<file path="src/rtl/vga_pkg.sv">
// Shared types for the VGA timing generator.
//   vga_cfg_t       : one complete timing mode (12-bit fields, 96 bits total).
//   vga_640x480_cfg : standard 640x480 timing (800 x 521 totals).
package vga_pkg;

  typedef struct packed {
    logic [11:0] hcnt;  // visible pixels per line
    logic [11:0] hfp;   // horizontal front porch
    logic [11:0] hsp;   // horizontal sync width
    logic [11:0] hbp;   // horizontal back porch
    logic [11:0] vcnt;  // visible lines per frame
    logic [11:0] vfp;   // vertical front porch
    logic [11:0] vsp;   // vertical sync width
    logic [11:0] vbp;   // vertical back porch
  } vga_cfg_t;

  localparam vga_cfg_t vga_640x480_cfg = '{
    hcnt: 12'd640, hfp: 12'd16, hsp: 12'd96, hbp: 12'd48,
    vcnt: 12'd480, vfp: 12'd10, vsp: 12'd2,  vbp: 12'd29
  };

endpackage

</file>
<file path="src/rtl/vga_timing_gen.sv">
// VGA timing generator with run-time mode switching.
//
// Ports:
//   clk                  pixel clock
//   rst                  synchronous active-high reset
//   en                   count enable; counters freeze while low
//   cfg                  requested timing mode (vga_pkg::vga_cfg_t)
//   cfg_hpol, cfg_vpol   requested sync polarities (1 = active-high)
//   cfg_valid            single-cycle request to stage cfg/polarities
//   cfg_ack              pulse together with the frame_start of a newly applied mode
//   cfg_err              pulse one cycle after a rejected request
//   hsync, vsync         sync outputs with polarity applied
//   disp_en              high inside the visible area
//   hpos, vpos           current column / row
//   line_start           pulse at column 0
//   frame_start          pulse at (0,0)
//
// Line order is active, front porch, sync, back porch (same vertically).
// All outputs are registered one cycle behind the h/v counter state.
module vga_timing_gen
  import vga_pkg::*;
#(
  parameter vga_cfg_t DEFAULT_CFG  = vga_640x480_cfg,
  parameter logic     DEFAULT_HPOL = 1'b0,
  parameter logic     DEFAULT_VPOL = 1'b0
) (
  input  logic        clk,
  input  logic        rst,
  input  logic        en,
  input  vga_cfg_t    cfg,
  input  logic        cfg_hpol,
  input  logic        cfg_vpol,
  input  logic        cfg_valid,
  output logic        cfg_ack,
  output logic        cfg_err,
  output logic        hsync,
  output logic        vsync,
  output logic        disp_en,
  output logic [11:0] hpos,
  output logic [11:0] vpos,
  output logic        line_start,
  output logic        frame_start
);

  // Modes are kept as precomputed boundaries so the per-pixel compare path
  // carries no adders.
  typedef struct packed {
    logic [11:0] h_act;   // first non-visible column
    logic [11:0] hs_beg;  // first sync column
    logic [11:0] hs_end;  // first column after sync
    logic [11:0] h_last;  // HT-1
    logic [11:0] v_act;
    logic [11:0] vs_beg;
    logic [11:0] vs_end;
    logic [11:0] v_last;  // VT-1
  } tim_t;

  function automatic tim_t derive(input vga_cfg_t c);
    tim_t t;
    t.h_act  = c.hcnt;
    t.hs_beg = c.hcnt + c.hfp;
    t.hs_end = t.hs_beg + c.hsp;
    t.h_last = t.hs_end + c.hbp - 12'd1;
    t.v_act  = c.vcnt;
    t.vs_beg = c.vcnt + c.vfp;
    t.vs_end = t.vs_beg + c.vsp;
    t.v_last = t.vs_end + c.vbp - 12'd1;
    return t;
  endfunction

  localparam tim_t DEFAULT_TIM = derive(DEFAULT_CFG);

  // Active mode, pending mode and counters
  tim_t        r_act;
  logic        r_hpol;
  logic        r_vpol;
  tim_t        r_pend;
  logic        r_pend_hpol;
  logic        r_pend_vpol;
  logic        r_pending;
  logic        r_ack_due;
  logic [11:0] r_h;
  logic [11:0] r_v;

  // Registered outputs
  logic        r_cfg_ack;
  logic        r_cfg_err;
  logic        r_hsync;
  logic        r_vsync;
  logic        r_disp_en;
  logic [11:0] r_hpos;
  logic [11:0] r_vpos;
  logic        r_line_start;
  logic        r_frame_start;

  // Request validation (totals computed wide so 12-bit overflow is caught)
  logic [13:0] w_ht;
  logic [13:0] w_vt;
  logic        w_req_bad;
  tim_t        w_req_tim;

  // Counter decode
  logic        w_h_last;
  logic        w_v_last;
  logic        w_wrap;
  logic        w_hs_act;
  logic        w_vs_act;
  logic        w_vis;

  always_comb begin
    w_ht      = 14'(cfg.hcnt) + 14'(cfg.hfp) + 14'(cfg.hsp) + 14'(cfg.hbp);
    w_vt      = 14'(cfg.vcnt) + 14'(cfg.vfp) + 14'(cfg.vsp) + 14'(cfg.vbp);
    w_req_bad = (cfg.hcnt == '0) || (cfg.hsp == '0) ||
                (cfg.vcnt == '0) || (cfg.vsp == '0) ||
                (w_ht > 14'd4095) || (w_vt > 14'd4095);
    w_req_tim = derive(cfg);
  end

  always_comb begin
    w_h_last = (r_h == r_act.h_last);
    w_v_last = (r_v == r_act.v_last);
    w_wrap   = w_h_last && w_v_last;
    w_hs_act = (r_h >= r_act.hs_beg) && (r_h < r_act.hs_end);
    w_vs_act = (r_v >= r_act.vs_beg) && (r_v < r_act.vs_end);
    w_vis    = (r_h < r_act.h_act) && (r_v < r_act.v_act);
  end

  always_ff @(posedge clk) begin
    if (rst) begin
      r_act         <= DEFAULT_TIM;
      r_hpol        <= DEFAULT_HPOL;
      r_vpol        <= DEFAULT_VPOL;
      r_pend        <= DEFAULT_TIM;
      r_pend_hpol   <= DEFAULT_HPOL;
      r_pend_vpol   <= DEFAULT_VPOL;
      r_pending     <= 1'b0;
      r_ack_due     <= 1'b0;
      r_h           <= '0;
      r_v           <= '0;
      r_cfg_ack     <= 1'b0;
      r_cfg_err     <= 1'b0;
      r_hsync       <= ~DEFAULT_HPOL;
      r_vsync       <= ~DEFAULT_VPOL;
      r_disp_en     <= 1'b0;
      r_hpos        <= '0;
      r_vpos        <= '0;
      r_line_start  <= 1'b0;
      r_frame_start <= 1'b0;
    end else begin
      r_cfg_err <= cfg_valid && w_req_bad;

      if (en) begin
        // Outputs reflect the counter state of this cycle.
        r_hpos        <= r_h;
        r_vpos        <= r_v;
        r_disp_en     <= w_vis;
        r_hsync       <= ~(w_hs_act ^ r_hpol);
        r_vsync       <= ~(w_vs_act ^ r_vpol);
        r_line_start  <= (r_h == '0);
        r_frame_start <= (r_h == '0) && (r_v == '0);
        // r_ack_due is only set on a wrap, so the state here is (0,0) and
        // the ack lands on the same output cycle as frame_start.
        r_cfg_ack     <= r_ack_due;
        r_ack_due     <= 1'b0;

        if (w_h_last) begin
          r_h <= '0;
          r_v <= w_v_last ? '0 : r_v + 12'd1;
        end else begin
          r_h <= r_h + 12'd1;
        end

        // Mode switch only on the frame wrap. A request arriving in this
        // same cycle is written below and waits for the next wrap, since
        // r_pend here still holds the previously staged value.
        if (w_wrap && r_pending) begin
          r_act     <= r_pend;
          r_hpol    <= r_pend_hpol;
          r_vpol    <= r_pend_vpol;
          r_pending <= 1'b0;
          r_ack_due <= 1'b1;
        end
      end else begin
        r_disp_en     <= 1'b0;
        r_hsync       <= ~r_hpol;
        r_vsync       <= ~r_vpol;
        r_line_start  <= 1'b0;
        r_frame_start <= 1'b0;
        r_cfg_ack     <= 1'b0;
      end

      // Latest accepted request wins; overrides the pending clear above.
      if (cfg_valid && !w_req_bad) begin
        r_pend      <= w_req_tim;
        r_pend_hpol <= cfg_hpol;
        r_pend_vpol <= cfg_vpol;
        r_pending   <= 1'b1;
      end
    end
  end

  assign cfg_ack     = r_cfg_ack;
  assign cfg_err     = r_cfg_err;
  assign hsync       = r_hsync;
  assign vsync       = r_vsync;
  assign disp_en     = r_disp_en;
  assign hpos        = r_hpos;
  assign vpos        = r_vpos;
  assign line_start  = r_line_start;
  assign frame_start = r_frame_start;

endmodule

</file>
<file path="config.mk">
export PLATFORM = sky130hd
export DESIGN_NAME = vga_timing_gen
export DESIGN_NICKNAME = d
export VERILOG_FILES = /design/src/rtl/vga_pkg.sv /design/src/rtl/vga_timing_gen.sv
export SDC_FILE = /design/constraint.sdc
export NUM_CORES = 1
export LEC_CHECK = 0
export CAP_MARGIN = 10
export CORE_AREA = 5 5 178 180
export CTS_CLUSTER_SIZE = 14
export DETAILED_ROUTE_END_ITERATION = 16
export DIE_AREA = 0 0 183 185
export HOLD_SLACK_MARGIN = 0.15
export PLACE_DENSITY = 0.77
export SETUP_SLACK_MARGIN = 0.15
export SLEW_MARGIN = 10
export SYNTH_ARGS = -nofsm -noshare
export SYNTH_HDL_FRONTEND = slang
export SYNTH_SLANG_ARGS = --single-unit
</file>
<file path="constraint.sdc">
create_clock -name clk -period 14.98 [get_ports clk]
set_input_delay 2.996 -clock clk [delete_from_list [all_inputs] [get_ports clk]]
set_output_delay 2.996 -clock clk [all_outputs]
set_load 0.02 [all_outputs]
</file>
==> metrics, run 1 <==
status=completed; TritonCTS clock tree=yes; Arrival @ worst endpoint=a little under 9 ns; drt first pass iters=5; Cell Rows=64; total core area=about 0.030 sq mm; clock root buffer=clkbuf_16; clock sinks=253; Mapped Cells=between 1500 and 2000; CP dominant cell by count=ha_1; via count=around 14000; Worst slew margin=between 30% and 40%; Yosys cell types=between 60 and 70; period utilization=~55%; Post-synth ARST share=0%; R2R cell count=9; CP top delay family=compound AO/OA/AOI/OAI gates; Final Max Tran Viols=0; layout cells sized above 1=under 10%; port buffer count=132; Critical Path Sink Type=register; Total Power=between 2 and 2.5 mW; fin nets=2399; first-pass GRT wire length=approximately 66000 um; pre-CTS setup slack=roughly 6.5 ns; Total Routing Usage GR=around 23%; Via density=roughly 5.5; post-DP HPWL=around 30000 um; VDD IR-drop max=0.0000625 V; PD cells=between 100 and 150 mW/mm^2; Synth top area share=31.3%; area leader, netlist=dfxtp_1; CP max FO=6; DRC viols=0; max cap viols=0; routed length per instance=around 16 um; Main synth FF type=dfxtp_1; Die Y=roughly 190 um; Slowest Stage Delay on Critical Path=0.61 ns; Post-Syn Area=roughly 0.016 sq mm; H-tree levels=1; chip width=between 150 and 200 um; Longest Clk Path Bufs=3; IO Pins=133; RSZ-0062 raised after global routing=no; Setup violations, final=0; CTS Hold Bufs=0; clock latency on the worst-skew pair=0.52 ns; antenna fix cells=0; top post-synthesis cells by area=dfxtp_1, ha_1, nand2_1; Fin Hold WS=between 0.4 and 0.5 ns; Post-synth EDFFs=0; synthesis-to-finish area growth=13.8%; Critical-path top delay cell=a2111oi_0; GPL Wtd Cong=0.895; CP Launch Type=primary input; Antenna Nets Post-Route=0; full die area=about 0.034 sq mm; Syn Nets=about 2300; number of post-CTS setup repair buffers=0; initial DRC count=between 800 and 900; hold depth=2; fill cell count=between 2000 and 3000; CP Buf/Inv Count=4; flops & latches, synth=approximately 250; Hold Crit Class=reg -> reg; Synth warnings=0; WL final=roughly 40000 um; LEAKAGE=8.12 nW; Final Hold Vio Count=0; vias in the first global route=13000; Critical Path Stages=25; Initial Utilization=54.0%; initial antenna violation count=0; post-route worst setup slack=6.76 ns; cts bufs inserted=25; WP data required=approximately 15 ns; minimum clock period=between 8 and 9 ns; Worst Max-Slew Pin Slew=roughly 1 ns; sequential fraction of the synthesis area=around 31%; Max Fclk=between 100 and 150 MHz; Final Skew=between 0.006 and 0.007 ns; Post-Route Setup TNS=0 ns; WS Path Type=in -> reg; largest net degree at the start of global routing=between 80 and 90; Overflow after GRT=0; clock transition at the registers of the reported paths=about 0.060 ns; post-cts resize count=0; syn_area_per_cell=8.20 sq um
-- kinds of logic (layout without fill, tap and decap cells) --
logic type / count (synthesis) / after routing / share of synthesized area [%]
flops: 253 / 253 / 31.3
simple gates: 608 / 608 / 16.4
compound gates: 390 / 390 / 15.5
mux: 29 / 29 / 1.80
buf+inv: 360 / 458 / 8.81
fa+ha+maj: 238 / 238 / 20.9
xor+xnor: 99 / 99 / 5.35
-- registers in the layout (all words and copies together), names as in the netlist, 12 cells and up --
name,flops
r_act,96
r_pend,96
hpos,12
r_h,12
r_v,12
vpos,12
-- placed cells by master, fill, tap and decap left out, types with 5 or more instances in the layout --
cell type / Yosys / final
and3_1: 12 / 12
dfxtp_1: 253 / 253
nor2b_1: 15 / 15
or3_1: 10 / 10
xnor2_1: 63 / 63
nand2b_1: 17 / 17
inv_1: 276 / 276
clkbuf_1: 50 / 6
xor2_1: 36 / 36
o21bai_1: 9 / 9
nor3_1: 17 / 17
clkdlybuf4s50_1: 0 / 130
nor2_1: 88 / 88
o211ai_1: 58 / 58
clkinv_2: 0 / 6
o21a_1: 13 / 13
a211oi_1: 9 / 9
nand3_1: 33 / 33
ha_1: 184 / 184
clkbuf_16: 0 / 25
fa_1: 54 / 54
a211oi_2: 5 / 5
a31oi_1: 7 / 7
nand2_1: 353 / 351
and2_1: 9 / 7
a21o_1: 29 / 29
nor4_1: 22 / 22
o2111ai_1: 9 / 9
a2111oi_0: 9 / 9
a21oi_1: 164 / 164
nand4_1: 15 / 15
o22ai_1: 6 / 6
buf_4: 10 / 7
mux2i_1: 28 / 28
o21ai_0: 39 / 39
o21ai_1: 5 / 5
-- final timing paths --
check / start / endpoint / slack (ns)
worst max register to register: r_h[3] / r_act[58] / 11.12
worst min register to register: r_pend[53] / r_pend[53] / 0.45
worst min-delay path: r_pend[53] / r_pend[53] / 0.45
worst max-delay path: cfg[36] / r_pend[11] / 6.76
-- cell type report --
class	count	area [sq um]	area share, %
well taps	396	495	2.69
clock inverters	9	75.1	0.407
multi-input cells	1364	9730	52.7
flip-flops and latches	253	5060	27.4
inverters	277	1040	5.64
repair buffers	138	1360	7.36
clock buffers	34	689	3.74
-- through the flow --
step | utilization, % | cell area, sq um | instances
after floorplan | - | 16200 | 1977
after CTS | 61.4 | 18500 | 2471
after global placement | 58.9 | 17700 | 2428
after global routing | 61.4 | 18500 | 2471
after detailed placement | 58.9 | 17700 | 2428
final | 61.4 | 18500 | 2471
-- synth_stat cells, types with 6 or more instances --
library cell and number:
a2111oi_0 9, a211oi_1 9, a21o_1 29, a21oi_1 164, a31oi_1 7, and2_1 9
and3_1 12, buf_2 19, buf_4 10, clkbuf_1 50, dfxtp_1 253, fa_1 54
ha_1 184, inv_1 276, mux2i_1 28, nand2_1 353, nand2b_1 17, nand3_1 33
nand4_1 15, nor2_1 88, nor2b_1 15, nor3_1 17, nor4_1 22, o2111ai_1 9
o211ai_1 58, o21a_1 13, o21ai_0 39, o21bai_1 9, o22ai_1 6, or3_1 10
xnor2_1 63, xor2_1 36
-- layer usage --
layer | global-route usage [%] | vias to the layer above | wire length, um
met1 | 34.6 | 6459 | 19100
met4 | 5.04 | 0 | 758
li1 | - | 6765 | -
met5 | 0 | - | 0
met3 | 3.48 | 57 | 2710
met2 | 36.0 | 417 | 17500
-- report_power, final --
part           leakage, nW  switching [mW]  total, mW  internal (mW)
sequential            2.05          0.0227      0.731          0.708
clock                0.375           0.258      0.596          0.338
combinational         5.70           0.441      0.771          0.330
total                 8.12           0.722       2.10           1.38
-- worst reg2reg max path, delay by kind of cell, from the launching register on --
kind,cells,cell delay [ns]
buffers and inverters,1,0.60
XOR/XNOR,1,0.21
AO/OA/AOI/OAI,1,0.16
flip-flops,1,0.63
AND/OR/NAND/NOR,6,2.20
Note: power is estimated with default switching activity, not from simulation.
==> run 2, diff against run 1 <==
- clock period: 14.98 -> 8.6 ns (I/O delays scaled with it)
==> metrics, run 2 (synthesis results as in run 1) <==
Overflow after GRT=0 (unchanged); largest net degree at the start of global routing=96 (was 83); Slowest Stage Delay on Critical Path=0.58 ns (was 0.61 ns); chip width=183 um (unchanged); clock sinks=253 (unchanged); Post-Route Setup TNS=0 ns (unchanged); commonest non-fill, non-tap cell in the layout=nand2_1 (unchanged); Sw Share=33.4% (was 34.4%); Longest Clk Path Bufs=3 (unchanged); placed cell areas=0.0177 sq mm (about the same); NetSw=1.25 mW (was 722 uW); WL final=40100 um (was 40000 um); Clock Power Share=30.0% (was 28.4%); wire length on met2=17100 um (was 17500 um); most frequent cells in the layout=nand2_1, inv_1, dfxtp_1, ha_1, a21oi_1 (unchanged); Final Max Tran Viols=0 (unchanged); full die area=0.0339 sq mm (unchanged); DRC viols=0 (unchanged); Final Skew=0.0114 ns (was 0.00693 ns); sequential power share=34.1% (was 34.8%); layout cells sized above 1=3.23% (was 3.08%); routed length per instance=16.2 um (about the same); Max Fclk=147 MHz; number of post-CTS setup repair buffers=0 (unchanged); clock root buffer=clkbuf_16 (unchanged); IO Pins=133 (unchanged); fin nets=2400 (was 2399); R2R cell count=9 (unchanged); first-pass GRT wire length=66000 um (was 65700 um); via count=13600 (was 13700); Cell Rows=64 (unchanged); H-tree levels=1 (unchanged); WS Path Type=in -> reg (unchanged); CP dominant cell by count=ha_1 (unchanged); max cap viols=0 (unchanged); CTS Hold Bufs=0 (unchanged); Die Y=185 um (unchanged); Via density=5.49 (was 5.54); Total Routing Usage GR=23.4% (was 23.2%); GPL Wtd Cong=0.903 (was 0.895); CP max FO=6 (unchanged); antenna fix cells=0 (unchanged); TritonCTS clock tree=yes (unchanged); Critical-path top delay cell=a2111oi_0 (unchanged); PD cells=202 mW/mm^2 (was 114 mW/mm^2); fill cell count=2667 (was 2633); total core area=0.0300 sq mm (unchanged); Setup violations, final=0 (unchanged); drt first pass iters=5 (unchanged); port buffer count=132 (unchanged); Antenna Nets Post-Route=0 (unchanged); WP data required=9.04 ns (was 15.42 ns); LEAKAGE=8.17 nW (was 8.12 nW); vias in the first global route=13100 (was 13000); synthesis-to-finish area growth=14.4% (was 13.8%); hold depth=2 (unchanged); Hold Crit Class=reg -> reg (unchanged); Arrival @ worst endpoint=7.25 ns (was 8.66 ns); Final Hold Vio Count=0 (unchanged); Worst Max-Slew Pin Slew=1.20 ns (was 0.979 ns); clock latency on the worst-skew pair=0.52 ns (about the same); initial antenna violation count=0 (unchanged); period utilization=between 70% and 80%; minimum clock period=6.82 ns; clock transition at the registers of the reported paths=0.06 ns (about the same); routed wl met3=2630 um (was 2710 um); internal power=2.49 mW (was 1.38 mW); CP Launch Type=primary input (unchanged); biggest regs=r_act x96, r_pend x96 (unchanged); Max Used Layer=met4 (unchanged); fin area=0.0185 sq mm (about the same); status=completed (unchanged); post-cts resize count=0 (unchanged); post-DP HPWL=30600 um (was 30300 um); cts bufs inserted=24 (was 25); Worst slew margin=19.8% (was 34.7%); Logic pwr share=35.9% (was 36.7%); Critical Path Sink Type=register (unchanged); initial DRC count=1023 (was 897); Initial Utilization=54.0% (unchanged); RSZ-0062 raised after global routing=no (unchanged); met1 wire length=19600 um (was 19100 um); VDD IR-drop max=0.000110 V (was 0.0000625 V)
## run 2: cell types whose count changed in the layout (fill, tap and decap cells not counted)
cell,previous run,this run
bufinv_16,1,3
clkinv_2,6,2
buf_4,7,9
clkbuf_8,3,7
clkbuf_1,6,4
clkinvlp_4,2,1
## run 2: power by group through the flow
| stage | logic, mW | registers [mW] | clock network (mW) |
|---|---|---|---|
| after detailed placement | 1.32 | 1.30 | 0 |
| after CTS | 1.33 | 1.27 | 1.14 |
| final | 1.34 | 1.27 | 1.12 |
| after global routing | 1.51 | 1.28 | 1.19 |
| after floorplan | 1.01 | 1.28 | 0 |
| after global placement | 1.28 | 1.30 | 0 |
## run 2: layer usage
layer	track usage [%]	vias up
met4	5.48	0
met5	0	-
met1	35.5	6332
met2	35.9	413
li1	-	6765
met3	2.55	57
## run 2: worst max-delay path: cells and delay by family
family | cells | cell delay (ns)
AOI/OAI and AO/OA | 8 | 2.14
xor gates and xnor gates | 1 | 0.16
adders and majority gates | 5 | 1.59
buffers and inverters | 4 | 0.84
muxes | 1 | 0.06
and+or+nand+nor | 6 | 0.74
## run 2: area by class of cell
type                    count  area [sq um]  area share, %
multi-input cells        1364          9730           52.5
inverters                 277          1040           5.61
clock buffers              36           737           3.97
repair buffers            140          1370           7.41
well taps                 396           495           2.67
flip-flops and latches    253          5060           27.3
clock inverters             6           108          0.580
## run 2: final timing paths
check,start,to,slack (ns)
hold / removal,r_pend[6],r_act[6],0.45
hold reg to reg,r_pend[6],r_act[6],0.45
setup / recovery,cfg[36],r_pend[11],1.78
setup reg to reg,r_h[3],r_act[11],4.70
## run 2: stage by stage
step                worst slack (ns)  util (%)  hold slack, ns  total power [mW]  instances
floorplan                       2.50         -           0.427              2.29       1977
global placement                1.46      59.0           0.438              2.57       2430
detailed placement              1.32      59.0           0.446              2.62       2430
CTS                             1.84      61.8           0.455              3.74       2472
global route                    1.30      61.8           0.466              3.98       2472
finish                          1.78      61.8           0.453              3.74       2472
==> run 3, diff against run 2 <==
- CORE_AREA: 5 5 178 180 -> 5 5 180 182
- DIE_AREA: 0 0 183 185 -> 0 0 185 187
- PLACE_DENSITY: 0.77 -> 0.78
- clock period: 8.6 -> 5.46 ns (I/O delays scaled with it)
==> metrics, run 3 (synthesis results as in run 1) <==
status=completed (unchanged); Longest Clk Path Bufs=3 (unchanged); minimum clock period=approximately 5 ns; Critical-path top delay cell=a2111oi_2 (was a2111oi_0); fin area=0.0205 sq mm (was 0.0185 sq mm); Overflow after GRT=0 (unchanged); Die Y=187 um (was 185 um); pre-CTS setup slack=-0.743 ns (was 1.32 ns); Hold Crit Class=reg -> reg (unchanged); full die area=0.0346 sq mm (was 0.0339 sq mm); sequential power share=29.6% (was 34.1%); port buffer count=132 (unchanged); PD cells=331 mW/mm^2 (was 202 mW/mm^2); Worst Hold End=r_pend[38] (was r_act[6]); fill cell count=2420 (was 2667); Cell Rows=64 (unchanged); worst reg2reg setup slack=2.00 ns (was 4.70 ns); layout cells sized above 1=14.3% (was 3.23%); vias in the first global route=14100 (was 13100); via count=14600 (was 13600); Max Fclk=195 MHz; H-tree levels=1 (unchanged); CP Buf/Inv Count=4 (unchanged); commonest non-fill, non-tap cell in the layout=nand2_1 (unchanged); final core utilization=67.2% (was 61.8%); first-pass GRT wire length=69100 um (was 66000 um); LEAKAGE=9.24 nW (was 8.17 nW); VDD IR-drop max=0.000186 V (was 0.000110 V); Via density=5.47 (was 5.49); WS Path Type=in -> reg (unchanged); total core area=0.0304 sq mm (was 0.0300 sq mm); RR Endpoint=r_act[8] (was r_act[11]); post-DP HPWL=32600 um (was 30600 um); Slowest Stage Delay on Critical Path=0.42 ns (was 0.58 ns); Critical Path Sink Type=register (unchanged); Final Hold Vio Count=0 (unchanged); Worst Max-Slew Pin Slew=0.918 ns (was 1.20 ns); Total Routing Usage GR=23.7% (was 23.4%); Arrival @ worst endpoint=5.57 ns (was 7.25 ns); placed cell areas=0.0191 sq mm (was 0.0177 sq mm); CP top delay family=compound AO/OA/AOI/OAI gates (unchanged); post-route worst setup slack=0.330 ns (was 1.78 ns); CP max FO=2 (was 6); Register Area=0.00506 sq mm (unchanged); DRC viols=0 (unchanged); clock latency on the worst-skew pair=0.52 ns (about the same); Final Max Tran Viols=0 (unchanged); largest net degree at the start of global routing=78 (was 96); Clock Power Share=26.0% (was 30.0%); Setup violations, final=0 (unchanged); hold depth=2 (unchanged); worst hold start=r_pend[38] (was r_pend[6]); NetSw=2.25 mW (was 1.25 mW); TritonCTS clock tree=yes (unchanged); WL final=43200 um (was 40100 um); Worst slew margin=38.7% (was 19.8%); initial DRC count=1045 (was 1023); Sw Share=33.2% (was 33.4%); GPL Wtd Cong=0.897 (was 0.903); synthesis-to-finish area growth=26.3% (was 14.4%); Antenna Nets Post-Route=0 (unchanged); RSZ-0062 raised after global routing=no (unchanged); most frequent cells in the layout=nand2_1, inv_1, dfxtp_1, buf_4, ha_1 (was nand2_1, inv_1, dfxtp_1, ha_1, a21oi_1); drt first pass iters=5 (unchanged); routed length per instance=16.2 um (about the same); clock sinks=253 (unchanged); IO Pins=133 (unchanged); internal power=4.52 mW (was 2.49 mW); Initial Utilization=53.3% (was 54.0%); WP data required=5.90 ns (was 9.04 ns); fin nets=2593 (was 2400); max cap viols=0 (unchanged); Final Skew=0.0103 ns (was 0.0114 ns); antenna fix cells=0 (unchanged); reg2reg start=r_h[2] (was r_h[3]); initial antenna violation count=0 (unchanged); clock root buffer=clkbuf_16 (unchanged); crit-path cells=dlygate4sd2_1, ha_2, inv_1, fa_2, buf_4, xnor2_4, ha_4, nor2b_1, o21ai_1, nand2b_1, a21oi_2, o21bai_2, a31oi_2, mux2i_1, a2111oi_2, ha_1, inv_2, ha_4, and3_4, a2111oi_4, o211ai_1, xnor2_1, nand2_1, a21oi_2; clock transition at the registers of the reported paths=0.06 ns (about the same); biggest regs=r_act x96, r_pend x96 (unchanged); period utilization=between 90% and 100%; Logic pwr share=44.4% (was 35.9%); chip width=185 um (was 183 um); R2R cell count=9 (unchanged); CP Launch Type=primary input (unchanged); area of the multi-input gates=0.0101 sq mm (was 0.00973 sq mm); cts bufs inserted=25 (was 24)
## run 3: worst register-to-register path: stages, from the launching register on
cell     delay, ns
dfxtp_1       0.60
xnor2_1       0.20
nand4_1       0.13
nor3_2        0.41
nand2_1       0.28
nor4_2        0.46
and2_4        0.72
buf_12        0.32
nand2_1       0.15
a21oi_1       0.13
## run 3: metrics by stage
step / total power, mW / TNS [ns] / cells / hold slack (ns)
after floorplan: 3.62 / 0 / 1977 / 0.427
after global placement: 4.55 / -2.00 / 2603 / 0.440
after detailed placement: 4.65 / -9.68 / 2603 / 0.446
after CTS: 6.52 / 0 / 2657 / 0.451
after global routing: 7.17 / 0 / 2666 / 0.475
final: 6.78 / 0 / 2666 / 0.454
## run 3: routing by layer
| layer | track usage [%] | wire length (um) | vias up |
|---|---|---|---|
| li1 | - | - | 7141 |
| met1 | 35.3 | 20100 | 6953 |
| met2 | 37.8 | 19800 | 409 |
| met3 | 2.08 | 2370 | 67 |
| met4 | 4.55 | 864 | 0 |
| met5 | 0 | 0 | - |
## run 3: what timing repair did
action / CTS / global route
setup endpoints to repair: 2 / 4
gates cloned: 0 / 0
hold buffers: 0 / 0
resized for setup: 27 / 64
pin swaps: 20 / 54
setup buffers: 10 / 9
## run 3: worst max path at each step
stage,startpoint,to,slack (ns),cells past startpoint
2_1_floorplan,cfg[72],r_pend[59],0.18,22
3_3_place_gp,cfg[24],r_pend[11],-0.57,25
3_5_place_dp,cfg[24],r_pend[11],-0.74,25
4_1_cts,cfg[37],r_pend[11],0.17,22
5_1_grt,cfg[36],r_pend[11],0.08,24
6_report,cfg[36],r_pend[11],0.33,24
## run 3: layout make-up
class,count,share of cell area [%]
Sequential cell,253,24.8
Clock buffer,36,3.50
Timing Repair Buffer,332,14.1
Tap cell,396,2.42
Multi-Input combinational cell,1364,49.5
Inverter,277,5.08
Clock inverter,8,0.624
## run 3: power by group through the flow
stage / clock network, mW / registers (mW) / logic (mW)
floorplan: 0 / 2.02 / 1.60
global placement: 0 / 2.04 / 2.51
detailed placement: 0 / 2.05 / 2.61
CTS: 1.78 / 2.01 / 2.74
global route: 1.86 / 2.02 / 3.29
finish: 1.76 / 2.01 / 3.01
